File: src/rtl/reset_request_gen.sv
// Reset request generator.
// Merges a debounced pushbutton, a software strobe and a watchdog into one
// stretched, registered reset request with a sticky cause code. Clocked by the
// free-running board clock and reset only by the board reset, so it keeps
// running through the resets it requests.
module reset_request_gen #(
  parameter int DEBOUNCE_CYCLES = 50000,
  parameter int WDT_CYCLES      = 2**20,
  parameter int REQ_CYCLES      = 8,
  parameter int HOLDOFF_CYCLES  = 16
) (
  input  logic       I_CLK,
  input  logic       I_ASYNC_RESET,
  input  logic       I_BUTTON,
  input  logic       I_SW_RESET,
  input  logic       I_WDT_ENABLE,
  input  logic       I_WDT_KICK,
  output logic       O_RESET_REQ,
  output logic [1:0] O_CAUSE,
  output logic       O_BUSY
);

  localparam int DEB_W     = $clog2(DEBOUNCE_CYCLES);
  localparam int WDT_W     = $clog2(WDT_CYCLES);
  localparam int PHASE_MAX = (REQ_CYCLES > HOLDOFF_CYCLES) ? REQ_CYCLES : HOLDOFF_CYCLES;
  localparam int PHASE_W   = (PHASE_MAX > 1) ? $clog2(PHASE_MAX) : 1;

  localparam logic [DEB_W-1:0]   DEB_LAST   = DEB_W'(DEBOUNCE_CYCLES - 1);
  localparam logic [DEB_W-1:0]   DEB_ZERO   = {DEB_W{1'b0}};
  localparam logic [WDT_W-1:0]   WDT_RELOAD = WDT_W'(WDT_CYCLES - 1);
  localparam logic [WDT_W-1:0]   WDT_ZERO   = {WDT_W{1'b0}};
  localparam logic [PHASE_W-1:0] REQ_LOAD   = PHASE_W'(REQ_CYCLES - 1);
  localparam logic [PHASE_W-1:0] HOLD_LOAD  = PHASE_W'(HOLDOFF_CYCLES - 1);
  localparam logic [PHASE_W-1:0] PHASE_ZERO = {PHASE_W{1'b0}};

  typedef enum logic [1:0] {
    ST_IDLE    = 2'd0,
    ST_ASSERT  = 2'd1,
    ST_HOLDOFF = 2'd2
  } state_e;

  typedef enum logic [1:0] {
    CAUSE_NONE   = 2'd0,
    CAUSE_BUTTON = 2'd1,
    CAUSE_SW     = 2'd2,
    CAUSE_WDT    = 2'd3
  } cause_e;

  // Button synchronizer and debouncer
  logic             btn_meta_r;
  logic             btn_sync_r;
  logic             deb_level_r;
  logic [DEB_W-1:0] deb_cnt_r;
  logic             deb_flip_s;
  logic             btn_event_s;

  // Watchdog
  logic [WDT_W-1:0] wdt_cnt_r;
  logic             wdt_hold_s;
  logic             wdt_event_s;

  // One-cycle event stage between the sources and the FSM
  logic             ev_btn_r;
  logic             ev_sw_r;
  logic             ev_wdt_r;

  // Request FSM
  state_e           state_r;
  state_e           state_nxt_s;
  logic [PHASE_W-1:0] phase_cnt_r;
  logic [PHASE_W-1:0] phase_cnt_nxt_s;
  cause_e           cause_r;
  cause_e           cause_nxt_s;
  logic             req_r;
  logic             busy_r;

  // Two-flop synchronizer for the asynchronous pushbutton
  always_ff @(posedge I_CLK or posedge I_ASYNC_RESET) begin
    if (I_ASYNC_RESET) begin
      btn_meta_r <= 1'b0;
      btn_sync_r <= 1'b0;
    end else begin
      btn_meta_r <= I_BUTTON;
      btn_sync_r <= btn_meta_r;
    end
  end

  // Debounce flip condition; only a rising debounced edge is a button event
  always_comb begin
    deb_flip_s  = 1'b0;
    btn_event_s = 1'b0;
    if ((btn_sync_r != deb_level_r) && (deb_cnt_r == DEB_LAST)) begin
      deb_flip_s = 1'b1;
    end else begin
      deb_flip_s = 1'b0;
    end
    btn_event_s = deb_flip_s & ~deb_level_r;
  end

  // Debounce counter and level; keeps tracking even while a request is busy
  always_ff @(posedge I_CLK or posedge I_ASYNC_RESET) begin
    if (I_ASYNC_RESET) begin
      deb_level_r <= 1'b0;
      deb_cnt_r   <= DEB_ZERO;
    end else if (btn_sync_r == deb_level_r) begin
      deb_cnt_r   <= DEB_ZERO;
    end else if (deb_flip_s) begin
      deb_level_r <= ~deb_level_r;
      deb_cnt_r   <= DEB_ZERO;
    end else begin
      deb_cnt_r   <= deb_cnt_r + 1'b1;
    end
  end

  // Watchdog expiry: a kick on the zero count wins; frozen while a request is pending or busy
  always_comb begin
    wdt_hold_s  = 1'b0;
    wdt_event_s = 1'b0;
    if ((state_r != ST_IDLE) || ev_btn_r || ev_sw_r || ev_wdt_r) begin
      wdt_hold_s = 1'b1;
    end else begin
      wdt_hold_s = 1'b0;
    end
    wdt_event_s = I_WDT_ENABLE & ~I_WDT_KICK & ~wdt_hold_s & (wdt_cnt_r == WDT_ZERO);
  end

  // Watchdog down-counter with reload on disable, kick, hold or expiry
  always_ff @(posedge I_CLK or posedge I_ASYNC_RESET) begin
    if (I_ASYNC_RESET) begin
      wdt_cnt_r <= WDT_RELOAD;
    end else if (!I_WDT_ENABLE || I_WDT_KICK || wdt_hold_s || wdt_event_s) begin
      wdt_cnt_r <= WDT_RELOAD;
    end else begin
      wdt_cnt_r <= wdt_cnt_r - 1'b1;
    end
  end

  // Register the event pulses; the FSM only honours them in IDLE, so busy-time events are dropped
  always_ff @(posedge I_CLK or posedge I_ASYNC_RESET) begin
    if (I_ASYNC_RESET) begin
      ev_btn_r <= 1'b0;
      ev_sw_r  <= 1'b0;
      ev_wdt_r <= 1'b0;
    end else begin
      ev_btn_r <= btn_event_s;
      ev_sw_r  <= I_SW_RESET;
      ev_wdt_r <= wdt_event_s;
    end
  end

  // FSM next state, phase counter and cause selection (watchdog > button > software)
  always_comb begin
    state_nxt_s     = state_r;
    phase_cnt_nxt_s = phase_cnt_r;
    cause_nxt_s     = cause_r;
    case (state_r)
      ST_IDLE: begin
        if (ev_wdt_r || ev_btn_r || ev_sw_r) begin
          state_nxt_s     = ST_ASSERT;
          phase_cnt_nxt_s = REQ_LOAD;
          if (ev_wdt_r) begin
            cause_nxt_s = CAUSE_WDT;
          end else if (ev_btn_r) begin
            cause_nxt_s = CAUSE_BUTTON;
          end else begin
            cause_nxt_s = CAUSE_SW;
          end
        end else begin
          state_nxt_s = ST_IDLE;
        end
      end
      ST_ASSERT: begin
        if (phase_cnt_r == PHASE_ZERO) begin
          state_nxt_s     = ST_HOLDOFF;
          phase_cnt_nxt_s = HOLD_LOAD;
        end else begin
          phase_cnt_nxt_s = phase_cnt_r - 1'b1;
        end
      end
      ST_HOLDOFF: begin
        if (phase_cnt_r == PHASE_ZERO) begin
          state_nxt_s = ST_IDLE;
        end else begin
          phase_cnt_nxt_s = phase_cnt_r - 1'b1;
        end
      end
      default: begin
        state_nxt_s     = ST_IDLE;
        phase_cnt_nxt_s = PHASE_ZERO;
      end
    endcase
  end

  // FSM state and registered outputs decoded from the next state
  always_ff @(posedge I_CLK or posedge I_ASYNC_RESET) begin
    if (I_ASYNC_RESET) begin
      state_r     <= ST_IDLE;
      phase_cnt_r <= PHASE_ZERO;
      cause_r     <= CAUSE_NONE;
      req_r       <= 1'b0;
      busy_r      <= 1'b0;
    end else begin
      state_r     <= state_nxt_s;
      phase_cnt_r <= phase_cnt_nxt_s;
      cause_r     <= cause_nxt_s;
      req_r       <= (state_nxt_s == ST_ASSERT);
      busy_r      <= (state_nxt_s != ST_IDLE);
    end
  end

  assign O_RESET_REQ = req_r;
  assign O_CAUSE     = cause_r;
  assign O_BUSY      = busy_r;

endmodule

File: config.mk
export PLATFORM = sky130hd
export DESIGN_NAME = reset_request_gen
export DESIGN_NICKNAME = d
export VERILOG_FILES = /design/src/rtl/reset_request_gen.sv
export SDC_FILE = /design/constraint.sdc
export NUM_CORES = 1
export LEC_CHECK = 0
export CELL_PAD_IN_SITES_DETAIL_PLACEMENT = 1
export CELL_PAD_IN_SITES_GLOBAL_PLACEMENT = 1
export CORE_MARGIN = 2
export CORE_UTILIZATION = 43
export DETAILED_ROUTE_END_ITERATION = 8
export HOLD_SLACK_MARGIN = 0.08
export PLACE_DENSITY_LB_ADDON = 0.1
export RECOVER_POWER = 50
export SLEW_MARGIN = 20
export SYNTH_ARGS = -nofsm -noshare
export SYNTH_HDL_FRONTEND = slang
export SYNTH_SLANG_ARGS = --single-unit
File: constraint.sdc
create_clock -name I_CLK -period 1.9 [get_ports I_CLK]
set_input_delay 0.285 -clock I_CLK [delete_from_list [all_inputs] [get_ports I_CLK]]
set_output_delay 0.285 -clock I_CLK [all_outputs]
set_load 0.02 [all_outputs]
==> impl_metrics.toml <==
[floorplanning]
die_h_um = 80.2
rows = 27
io_pins = 10
die_x_um = 80.2
coreArea_um2 = 5570
start_util_pct = 44.8
die-area_um2 = 6440

[global_route]
grt_antenna_before_repair = 0
grt_max_degree = 23
grt_pass1_vias = 1959
grt_usage_pct = 19.0
grt_overflow_total = 0
grt_pass1_wl_um = 9450

[layout]
insertedDiodeCount = 0
final_common_cell = "dfrtp_1"
finalInstanceArea_um2 = 3020
final_nets = 297
drive_above_1_share_pct = 24.3
area_delta_synth_final_pct = 20.9
fillers = 636
final_cell_mix = "dfrtp_1, nor2_1, buf_4"

[sta]
drv_slew = 0
tightest_slew_ns = 0.656
fin_worst_skew_ns = 0.00678
fmax_ghz = 0.506
setup_viol = 3
max-slew-margin-rel_pct = 56.2
period_needed_ns = 1.97
hold_violations = 0
setup_ws_ns = -0.0746
layout_worst_path_cycle_share_pct = 104
rsz0062_at_grt = "true"

[logic_synthesis]
async_flop_share_pct = 100
netlist.area_leader.share_pct = 32.0
synth_area_um2 = 2500
syn_inst = 249
ys_warn_count = 0
ys_ff_latch = 52
synth-seq-area-share_pct = 53.1
synth_top_cells_by_area = "dfrtp_1, dfstp_2, xnor2_1"
syn_avg_cell_area_um2 = 10.0
yosys.area.top_type = "dfrtp_1"
netlist-cell-type-count = 43
synth.net_count = 259
synth_ff_type = "dfrtp_1"
synth_edf_count = 0

[setup_path]
reg2reg_depth = 4
r2r_end = "wdt_cnt_r[19]"
cp_cell_sequence = "or4_4 > or4_4 > or4_4 > nand3_2"
end_kind = "register"
cp_max_fo = 3
crit_family = "simple AND/OR/NAND/NOR gates"
ff2ff_setup_slack_ns = -0.07
cp_common_cell = "or4_4"
required_ns = 2.14
critPathKind = "register to register"
slowest_stage = "or4_4"
start_kind = "register"
slowest_delay_ns = 0.53
r2r_start = "wdt_cnt_r[14]"
cp_num_buf_inv = 0
cp.arrival_ns = 2.22

[clock_network]
cts_buffers = 5
cts_setup_buffers = 0
cts_hold_buffers = 0
ctsHtreeMaxLevel = 2
clock_latency_ns = 0.30
clockBufferDepth = 2
clk_pin_slew_ns = 0.09
root_buffer = "clkbuf_8"
cts.sinks = 52
cts_tree = "yes"

[routing]
postRouteWirelength_um = 5430
drc = 0
wl_per_cell_um = 15.1
drt_iter0_drc = 48
via_per_inst = 5.39
drtAntennaViolNets = 0
via_count = 1939
drt-pass1-iter-count = 4

[place]
io_buffer_count = 9
post_dp_cell_area_um2 = 2900
place_congestion = 0.792
hpwl_um = 3990

[min_path]
hp-class = "register to register"
holdPathEnd = "btn_sync_r"
min_from = "btn_meta_r"
holdPathStages = 0

[power_and_ir_drop]
power.density_nw_per_um2 = 827
irDropWorstVdd_uv = 374
power.total_w = 0.00250
power_leakage_nw = 1.20

[outcome]
violations = "setup timing"
status = "finished, violations left"

[flow_run]
max_cap_violations = 0
[sequential cells by signal (all words and copies together), names as in the netlist]
register	cells
deb_level_r	1
btn_sync_r	1
ev_sw_r	1
O_RESET_REQ	1
phase_cnt_r	4
ev_btn_r	1
ev_wdt_r	1
O_CAUSE	2
deb_cnt_r	16
btn_meta_r	1
state_r	2
wdt_cnt_r	20
O_BUSY	1
[through the flow]
step	utilization (%)	worst slack (ns)	hold WS [ns]	std cells	setup TNS, ns
after CTS	54.3	-0.0612	0.361	360	-0.159
after global routing	54.2	-0.131	0.370	360	-1.79
after global placement	52.0	-0.0548	0.333	352	-0.0846
after floorplan	-	-0.116	0.316	249	-0.120
final	54.2	-0.0746	0.359	360	-0.167
after detailed placement	52.0	-0.0892	0.353	352	-0.188
[Yosys cell counts (all sizes together) (3+ instances only)]
cell type	number
ha	4
or3	7
dfstp	20
o31ai	3
nand3	15
nand2	25
clkbuf	6
xnor2	17
or4	9
inv	11
a21oi	5
a31oi	3
nor3	9
nand4	6
nor4	7
xor2	7
nor2	27
dfrtp	32
o21ai	6
[power by group]
| group | switching [W] | internal [W] |
|---|---|---|
| logic | 0.000276 | 0.000225 |
| clock network | 0.000353 | 0.000391 |
| registers | 0.0000650 | 0.00119 |
| total | 0.000693 | 0.00181 |
[cell families (layout without fill, tap and decap cells)]
kind of cell    Yosys count  after routing  synth area share, %
compound gates           27             27                 7.06
xor+xnor                 24             24                 8.41
fa+ha+maj                 5              5                 2.40
buf+inv                  18             57                 2.75
flops                    52             52                 53.1
mux                       1              1                0.450
simple gates            122            122                 25.9
[worst register-to-register path, delay by kind of cell, from the launching register on]
family | cells | cell delay, ns
and+or+nand+nor | 4 | 1.55
DFF | 1 | 0.37
[routing by layer]
metal / track usage [%] / vias to the layer above / wire (um)
met3: 4.04 / 6 / 115
met5: 0 / - / 0
li1: - / 954 / -
met1: 26.1 / 959 / 2670
met4: 4.58 / 0 / 57
met2: 30.8 / 20 / 2590
[worst max-delay path by stage]
stage                        startpoint       endpoint  slack, ns  depth (start not counted)
final                     wdt_cnt_r[14]  wdt_cnt_r[19]      -0.07                          4
after global routing      wdt_cnt_r[14]  wdt_cnt_r[19]      -0.13                          4
after CTS                  wdt_cnt_r[4]  wdt_cnt_r[16]      -0.06                          4
after detailed placement  wdt_cnt_r[14]  wdt_cnt_r[19]      -0.09                          4
after global placement    wdt_cnt_r[14]  wdt_cnt_r[19]      -0.05                          4
after floorplan           wdt_cnt_r[14]  wdt_cnt_r[19]      -0.12                          5
[area by class of cell]
| type | count | area (um2) | area share [%] |
|---|---|---|---|
| Sequential cell | 52 | 1330 | 43.9 |
| Multi-Input combinational cell | 179 | 1140 | 37.8 |
| Timing Repair Buffer | 38 | 314 | 10.4 |
| Tap cell | 72 | 90.1 | 2.98 |
| Clock buffer | 6 | 72.6 | 2.40 |
| Inverter | 11 | 41.3 | 1.37 |
| Clock inverter | 2 | 35.0 | 1.16 |
[timing repair]
item / 4_1_cts / 5_1_grt
pin swaps: 1 / 0
gates resized for setup: 4 / 3
endpoints found under the setup margin: 20 / 21
No activity file was read; power rests on OpenSTA's default activity.
